$ cat src/rtl/cd_pkg.sv
// Shared definitions for the CDBUS CSR DMA engine: CSR map, control bits, FSM states.
package cd_pkg;

  // CSR addresses of the controller's RAM windows and control registers
  localparam logic [4:0] CSR_RX      = 5'h14;
  localparam logic [4:0] CSR_TX      = 5'h15;
  localparam logic [4:0] CSR_RX_CTRL = 5'h16;
  localparam logic [4:0] CSR_TX_CTRL = 5'h17;

  // RX_CTRL / TX_CTRL bit positions: bit0 resets the RAM pointer,
  // bit1 is rd_done on RX and buffer switch on TX
  localparam int CTRL_RST_BIT  = 0;
  localparam int CTRL_DONE_BIT = 1;

  localparam logic [7:0] CTRL_RST  = 8'(1 << CTRL_RST_BIT);
  localparam logic [7:0] CTRL_DONE = 8'(1 << CTRL_DONE_BIT);

  typedef enum logic [2:0] {
    ST_IDLE,
    ST_RX_RST,
    ST_RX_RD,
    ST_RX_DONE,
    ST_RX_COOL,
    ST_TX_RST,
    ST_TX_WR,
    ST_TX_SW
  } state_e;

  // Which direction was granted most recently, for round-robin between RX and TX
  typedef enum logic {
    SIDE_RX = 1'b0,
    SIDE_TX = 1'b1
  } side_e;

endpackage

$ cat src/rtl/cd_csr_dma.sv
// Frame mover mastering the controller CSR port: drains RX frames onto a byte
// stream, loads TX frames from a byte stream, and lets a host through between frames.
module cd_csr_dma
  import cd_pkg::*;
#(
  parameter int RX_HDR_LEN  = 3,
  parameter int RX_COOLDOWN = 2,
  parameter int MAX_FRAME   = 256
) (
  input  logic       clk,
  input  logic       reset,
  input  logic [4:0] h_address,
  input  logic       h_read,
  input  logic       h_write,
  input  logic [7:0] h_writedata,
  output logic [7:0] h_readdata,
  output logic       h_waitrequest,
  output logic [4:0] m_address,
  output logic       m_read,
  output logic       m_write,
  output logic [7:0] m_writedata,
  input  logic [7:0] m_readdata,
  input  logic       rx_pending,
  input  logic       tx_pending,
  input  logic       en_rx,
  input  logic       en_tx,
  output logic [7:0] rx_data,
  output logic       rx_valid,
  output logic       rx_last,
  input  logic       rx_ready,
  input  logic [7:0] tx_data,
  input  logic       tx_valid,
  input  logic       tx_last,
  output logic       tx_ready,
  output logic       tx_overflow,
  output logic [1:0] frame_done
);

  localparam logic [8:0] HDR_W     = 9'(RX_HDR_LEN);
  localparam logic [8:0] MAX_W     = 9'(MAX_FRAME);
  localparam logic [8:0] COOL_LAST = 9'(RX_COOLDOWN - 1);

  state_e     state_q, state_d;
  logic [8:0] cnt_q, cnt_d;
  logic [8:0] total_q, total_d;
  side_e      last_q, last_d;
  logic       ovf_q, ovf_d;

  logic       rx_req, tx_req;
  logic [8:0] hdr_total;
  logic [8:0] rx_total;

  assign h_readdata = m_readdata;
  assign rx_req     = en_rx & rx_pending;
  assign tx_req     = en_tx & ~tx_pending & tx_valid;

  // Frame length in force for the current read: header plus payload, capped to one page,
  // taken straight off the bus when the length byte is being read
  always_comb begin
    hdr_total = HDR_W + {1'b0, m_readdata};
    if (hdr_total > MAX_W) hdr_total = MAX_W;
    rx_total = (cnt_q == HDR_W - 9'd1) ? hdr_total : total_q;
  end

  // State, counters, round-robin pointer and overflow latch
  always_ff @(posedge clk or posedge reset) begin
    if (reset) begin
      state_q <= ST_IDLE;
      cnt_q   <= '0;
      total_q <= '0;
      last_q  <= SIDE_TX;
      ovf_q   <= 1'b0;
    end else begin
      state_q <= state_d;
      cnt_q   <= cnt_d;
      total_q <= total_d;
      last_q  <= last_d;
      ovf_q   <= ovf_d;
    end
  end

  // Next-state and CSR/stream outputs; every engine CSR access completes in one cycle
  always_comb begin
    state_d       = state_q;
    cnt_d         = cnt_q;
    total_d       = total_q;
    last_d        = last_q;
    ovf_d         = ovf_q;
    m_address     = '0;
    m_read        = 1'b0;
    m_write       = 1'b0;
    m_writedata   = '0;
    h_waitrequest = h_read | h_write;
    rx_data       = '0;
    rx_valid      = 1'b0;
    rx_last       = 1'b0;
    tx_ready      = 1'b0;
    tx_overflow   = 1'b0;
    frame_done    = '0;

    unique case (state_q)
      ST_IDLE: begin
        h_waitrequest = 1'b0;
        if (h_read | h_write) begin
          m_address   = h_address;
          m_read      = h_read;
          m_write     = h_write;
          m_writedata = h_writedata;
        end else if (rx_req && (!tx_req || last_q == SIDE_TX)) begin
          state_d = ST_RX_RST;
          last_d  = SIDE_RX;
        end else if (tx_req) begin
          state_d = ST_TX_RST;
          last_d  = SIDE_TX;
        end
      end

      ST_RX_RST: begin
        m_write     = 1'b1;
        m_address   = CSR_RX_CTRL;
        m_writedata = CTRL_RST;
        cnt_d       = '0;
        total_d     = MAX_W;
        state_d     = ST_RX_RD;
      end

      ST_RX_RD: begin
        // A stalled sink suppresses the read so no byte is popped from RX RAM
        if (rx_ready) begin
          m_read    = 1'b1;
          m_address = CSR_RX;
          rx_valid  = 1'b1;
          rx_data   = m_readdata;
          cnt_d     = cnt_q + 9'd1;
          total_d   = rx_total;
          if (cnt_q == rx_total - 9'd1) begin
            rx_last = 1'b1;
            state_d = ST_RX_DONE;
          end
        end
      end

      ST_RX_DONE: begin
        m_write       = 1'b1;
        m_address     = CSR_RX_CTRL;
        m_writedata   = CTRL_DONE;
        frame_done[0] = 1'b1;
        cnt_d         = '0;
        state_d       = (RX_COOLDOWN == 0) ? ST_IDLE : ST_RX_COOL;
      end

      ST_RX_COOL: begin
        // Give the controller time to drop rx_pending before it is sampled again
        cnt_d = cnt_q + 9'd1;
        if (cnt_q == COOL_LAST) state_d = ST_IDLE;
      end

      ST_TX_RST: begin
        m_write     = 1'b1;
        m_address   = CSR_TX_CTRL;
        m_writedata = CTRL_RST;
        cnt_d       = '0;
        state_d     = ST_TX_WR;
      end

      ST_TX_WR: begin
        tx_ready = 1'b1;
        if (tx_valid) begin
          if (cnt_q < MAX_W) begin
            m_write     = 1'b1;
            m_address   = CSR_TX;
            m_writedata = tx_data;
            cnt_d       = cnt_q + 9'd1;
          end else begin
            ovf_d = 1'b1;
          end
          if (tx_last) state_d = ST_TX_SW;
        end
      end

      ST_TX_SW: begin
        m_write       = 1'b1;
        m_address     = CSR_TX_CTRL;
        m_writedata   = CTRL_DONE;
        frame_done[1] = 1'b1;
        tx_overflow   = ovf_q;
        ovf_d         = 1'b0;
        state_d       = ST_IDLE;
      end

      default: state_d = ST_IDLE;
    endcase
  end

endmodule
$ cat config.mk
export PLATFORM = sky130hd
export DESIGN_NAME = cd_csr_dma
export DESIGN_NICKNAME = d
export VERILOG_FILES = /design/src/rtl/cd_pkg.sv /design/src/rtl/cd_csr_dma.sv
export SDC_FILE = /design/constraint.sdc
export NUM_CORES = 1
export LEC_CHECK = 0
export CORE_UTILIZATION = 26
export CTS_BUF_LIST = sky130_fd_sc_hd__clkbuf_8
export DETAILED_ROUTE_END_ITERATION = 12
export SETUP_SLACK_MARGIN = 0.02
export SLEW_MARGIN = 20
export SYNTH_ARGS = -nofsm -noshare
export SYNTH_HDL_FRONTEND = slang
export SYNTH_SLANG_ARGS = --single-unit
$ cat constraint.sdc
create_clock -name clk -period 4.2 [get_ports clk]
set_input_delay 0.63 -clock clk [delete_from_list [all_inputs] [get_ports clk]]
set_output_delay 0.63 -clock clk [all_outputs]
set_load 0.02 [all_outputs]
==> summary.md <==
| Metric | Value |
|---|---|
| Outcome | `finished clean` |
| IO buf count | `77` |
| Rel. slew slack | `around 38%` |
| Worst path max stage delay | `approximately 500 ps` |
| Sequential share of the synthesized area | `between 20% and 30%` |
| Switch Pwr | `around 1.0 mW` |
| Ys flop type | `dfrtp_1` |
| DR vias | `between 2k and 3k` |
| Mapped cell area | `0.00235 mm2` |
| Measured slew at the worst slew-check pin | `roughly 930 ps` |
| Antenna Cells | `0` |
| Post-synthesis register bit count | `23` |
| Worst VDD drop | `roughly 0.25 mV` |
| Clk_skew | `roughly 3.7 ps` |
| Antenna violations before repair | `0` |
| Switching share of power | `46.6%` |
| HP Class | `register to register` |
| # IOs | `~80` |
| DR vias/cell | `4.96` |
| Max clock buf depth | `2` |
| Core Rows | `34` |
| DRC errors left | `0` |
| Slowest cell on crit path | `clkdlybuf4s50_1` |
| Power, Total | `about 2.2 mW` |
| Reg clk slew, reported paths | `roughly 90 ps` |
| 1st-iter DRT viols | `between 100 and 150` |
| Most common cell after layout, fill and taps aside | `clkdlybuf4s50_1` |
| Final hold violations | `0` |
| DR WL/cell | `roughly 15 um` |
| Avg Inst Size Synth | `~7.7 um2` |
| Crit Path Class | `input port to output pin` |
| Fraction of layout cells with a size suffix above 1 | `roughly 18%` |
| Clock power frac | `about 6.7%` |
| Largest net degree at the start of global routing | `24` |
| Cells after Synth | `~300` |
| Worst EP required | `3570 ps` |
| Internal power | `~1.2 mW` |
| Ys Warns | `0` |
| Clock Tree Root | `clkbuf_8` |
| Clock latency on the worst-skew pair | `between 200 and 300 ps` |
| Max-Cap Viols | `0` |
| Final period util | `between 90% and 100%` |
| Net Count, Synth | `~360` |
| Detailed Route WL | `~7500 um` |
| Fin nets | `between 400 and 500` |
| CP endpoint kind | `output pin` |
| DIE AREA | `0.00944 mm2` |
| First-pass GRT wire length | `between 10000 and 15000 um` |
| All-layer global routing usage | `~16%` |
| Power share of the combinational group | `approximately three quarters` |
| Cts hold-fix bufs | `0` |
| Starting Density | `26.9%` |
| Worst setup SP type | `input port` |
| 1st-pass router iterations | `4` |
| Critical path arrival | `~3500 ps` |
| Post-DP HPWL | `a little under 6000 um` |
| Critical path peak fanout | `4` |
| Final setup vio count | `0` |
| CP delay by family, top | `simple AND/OR/NAND/NOR gates` |
| Number of global-route vias before repair | `around 2.4k` |
| Top sig layer | `met4` |
| Chip height | `slightly below 100 um` |
| R2r setup slk | `roughly 840 ps` |
| Max Fclk | `245 MHz` |
| Sequential power share | `between 10% and 20%` |
| Met2 Routed Length | `approximately 3700 um` |
| Most frequent cells in the layout | `clkdlybuf4s50_1, buf_4, nand2_1` |
| Antenna-violating nets left | `0` |
| Crit-path cells | `clkdlybuf4s50_1 -> inv_2 -> ha_4 -> nor4b_2 -> a21oi_1 -> o22ai_1 -> a21oi_2 -> nor3_2 -> a21oi_2 -> ha_4 -> buf_4 -> o2111ai_1 -> o21ai_1 -> or3_1 -> o21ai_2 -> nand3_2 -> nor2_4 -> buf_6` |
| Post-synthesis async set-or-reset flop share | `between 90% and 100%` |
| RePlAce Congestion | `0.875` |
| WL met3 | `270 um` |
| Total CTS buffers | `3` |
| H-tree lvl count | `1` |
| Routed length on met1 | `approximately 3500 um` |
| Pleak | `approximately 1.5 nW` |
| Synth unique cells | `58` |
| Core area | `0.00876 mm2` |
| Area delta synth->final | `51.0%` |
| Clock sink count | `23` |
| CTS tree | `yes` |
| Max-slew violations | `0` |
| EDFF count, synth | `0` |
| GR Overflow Total | `0` |
| Fin crit period | `approximately 4000 ps` |
| Total Neg Setup Slack | `0 ps` |
| Worst path bufs/invs | `4` |
| Power per Cell Area | `slightly above 600 mW/mm2` |
| Die width | `just under 100 um` |
==> Yosys cell counts (all sizes together), types with 3 or more instances <==
library cell | number | area share (%)
buf | 12 | 3.6
or2 | 3 | 0.80
xnor2 | 11 | 4.1
clkbuf | 8 | 1.3
nor4 | 3 | 1.1
o21ai | 17 | 3.8
nand4 | 4 | 1.1
nor2 | 35 | 5.9
inv | 14 | 2.2
and2 | 12 | 3.4
nor3 | 7 | 1.5
a21oi | 18 | 4.3
xor2 | 9 | 3.3
nand3b | 6 | 1.9
o211ai | 4 | 1.9
and3 | 3 | 0.80
nand3 | 8 | 1.7
nor2b | 4 | 1.1
a221o | 4 | 1.7
ha | 12 | 6.4
a31oi | 5 | 1.3
dfrtp | 22 | 23
nand2 | 37 | 6.0
a22o | 8 | 3.0
or3 | 8 | 2.3
==> worst min-delay path, delay by kind of cell, from the launching register on <==
kind            cells  cell delay (ps)
compound gates      1               60
flops               1              370
simple gates        1               50
==> cells by family (layout without fill, tap and decap cells) <==
family,after synthesis,count (layout),share of synthesized area (%)
fa+ha+maj,12,12,6.38
xor+xnor,20,20,7.44
compound gates,76,76,23.2
buf+inv,34,133,7.07
mux,3,3,1.38
flops,23,23,24.5
simple gates,137,137,30.1
==> sequential cells by signal (all words and copies together) (netlist names) <==
name     cells
state_q      3
cnt_q        9
last_q       1
ovf_q        1
total_q      9
==> repair_timing <==
item | 4_1_cts | 5_1_grt
gates resized for setup | 10 | 14
hold endpoints to repair | 0 | 0
pin swaps | 2 | 3
buffers inserted | 0 | 1
endpoints found under the setup margin | 1 | 1
==> routing by layer <==
| layer | up-vias | global-route usage [%] |
|---|---|---|
| met2 | 64 | 27.4 |
| met4 | 0 | 1.84 |
| met5 | - | 0 |
| met1 | 1197 | 21.0 |
| li1 | 1274 | - |
| met3 | 4 | 1.80 |
==> cell type report <==
cell class	instances	area (um2)
Fill cell	907	5210
Multi-Input combinational cell	248	1690
Timing Repair Buffer	115	1060
Sequential cell	23	577
Tap cell	108	135
Inverter	14	52.6
Clock buffer	3	41.3
Clock inverter	1	5.00
==> metrics by stage <==
stage / std cells / cell area [um2] / worst slack (ps) / hold WS, ps / util [%]
after global routing: 512 / 3560 / -13.4 / 561 / 40.6
after floorplan: 305 / 2350 / 451 / 450 / -
after CTS: 511 / 3490 / 30.4 / 521 / 39.8
final: 512 / 3560 / 117 / 513 / 40.6
after detailed placement: 507 / 3420 / -540 / 499 / 39.1
after global placement: 507 / 3420 / -470 / 475 / 39.1
==> power by group through the flow <==
stage | registers, mW | clock network [mW] | logic (mW)
floorplan | 0.334 | 0 | 1.04
global placement | 0.368 | 0 | 1.55
detailed placement | 0.371 | 0 | 1.58
CTS | 0.365 | 0.151 | 1.59
global route | 0.378 | 0.161 | 1.81
finish | 0.370 | 0.146 | 1.65
==> path summary, 6_finish.rpt <==
kind / startpoint / end / cells after the start
worst max-delay path: m_readdata[1] / rx_last / 18
worst min-delay path: ovf_q$_DFFE_PP0P_ / ovf_q$_DFFE_PP0P_ / 2
worst max register to register: cnt_q[1]$_DFFE_PP0P_ / state_q[1]$_DFFE_PP0P_ / 12
worst min register to register: ovf_q$_DFFE_PP0P_ / ovf_q$_DFFE_PP0P_ / 2
max in group asynchronous: reset / ovf_q$_DFFE_PP0P_ / 2
min in group asynchronous: reset / state_q[2]$_DFFE_PP0P_ / 2
No activity file was read; power rests on OpenSTA's default activity.
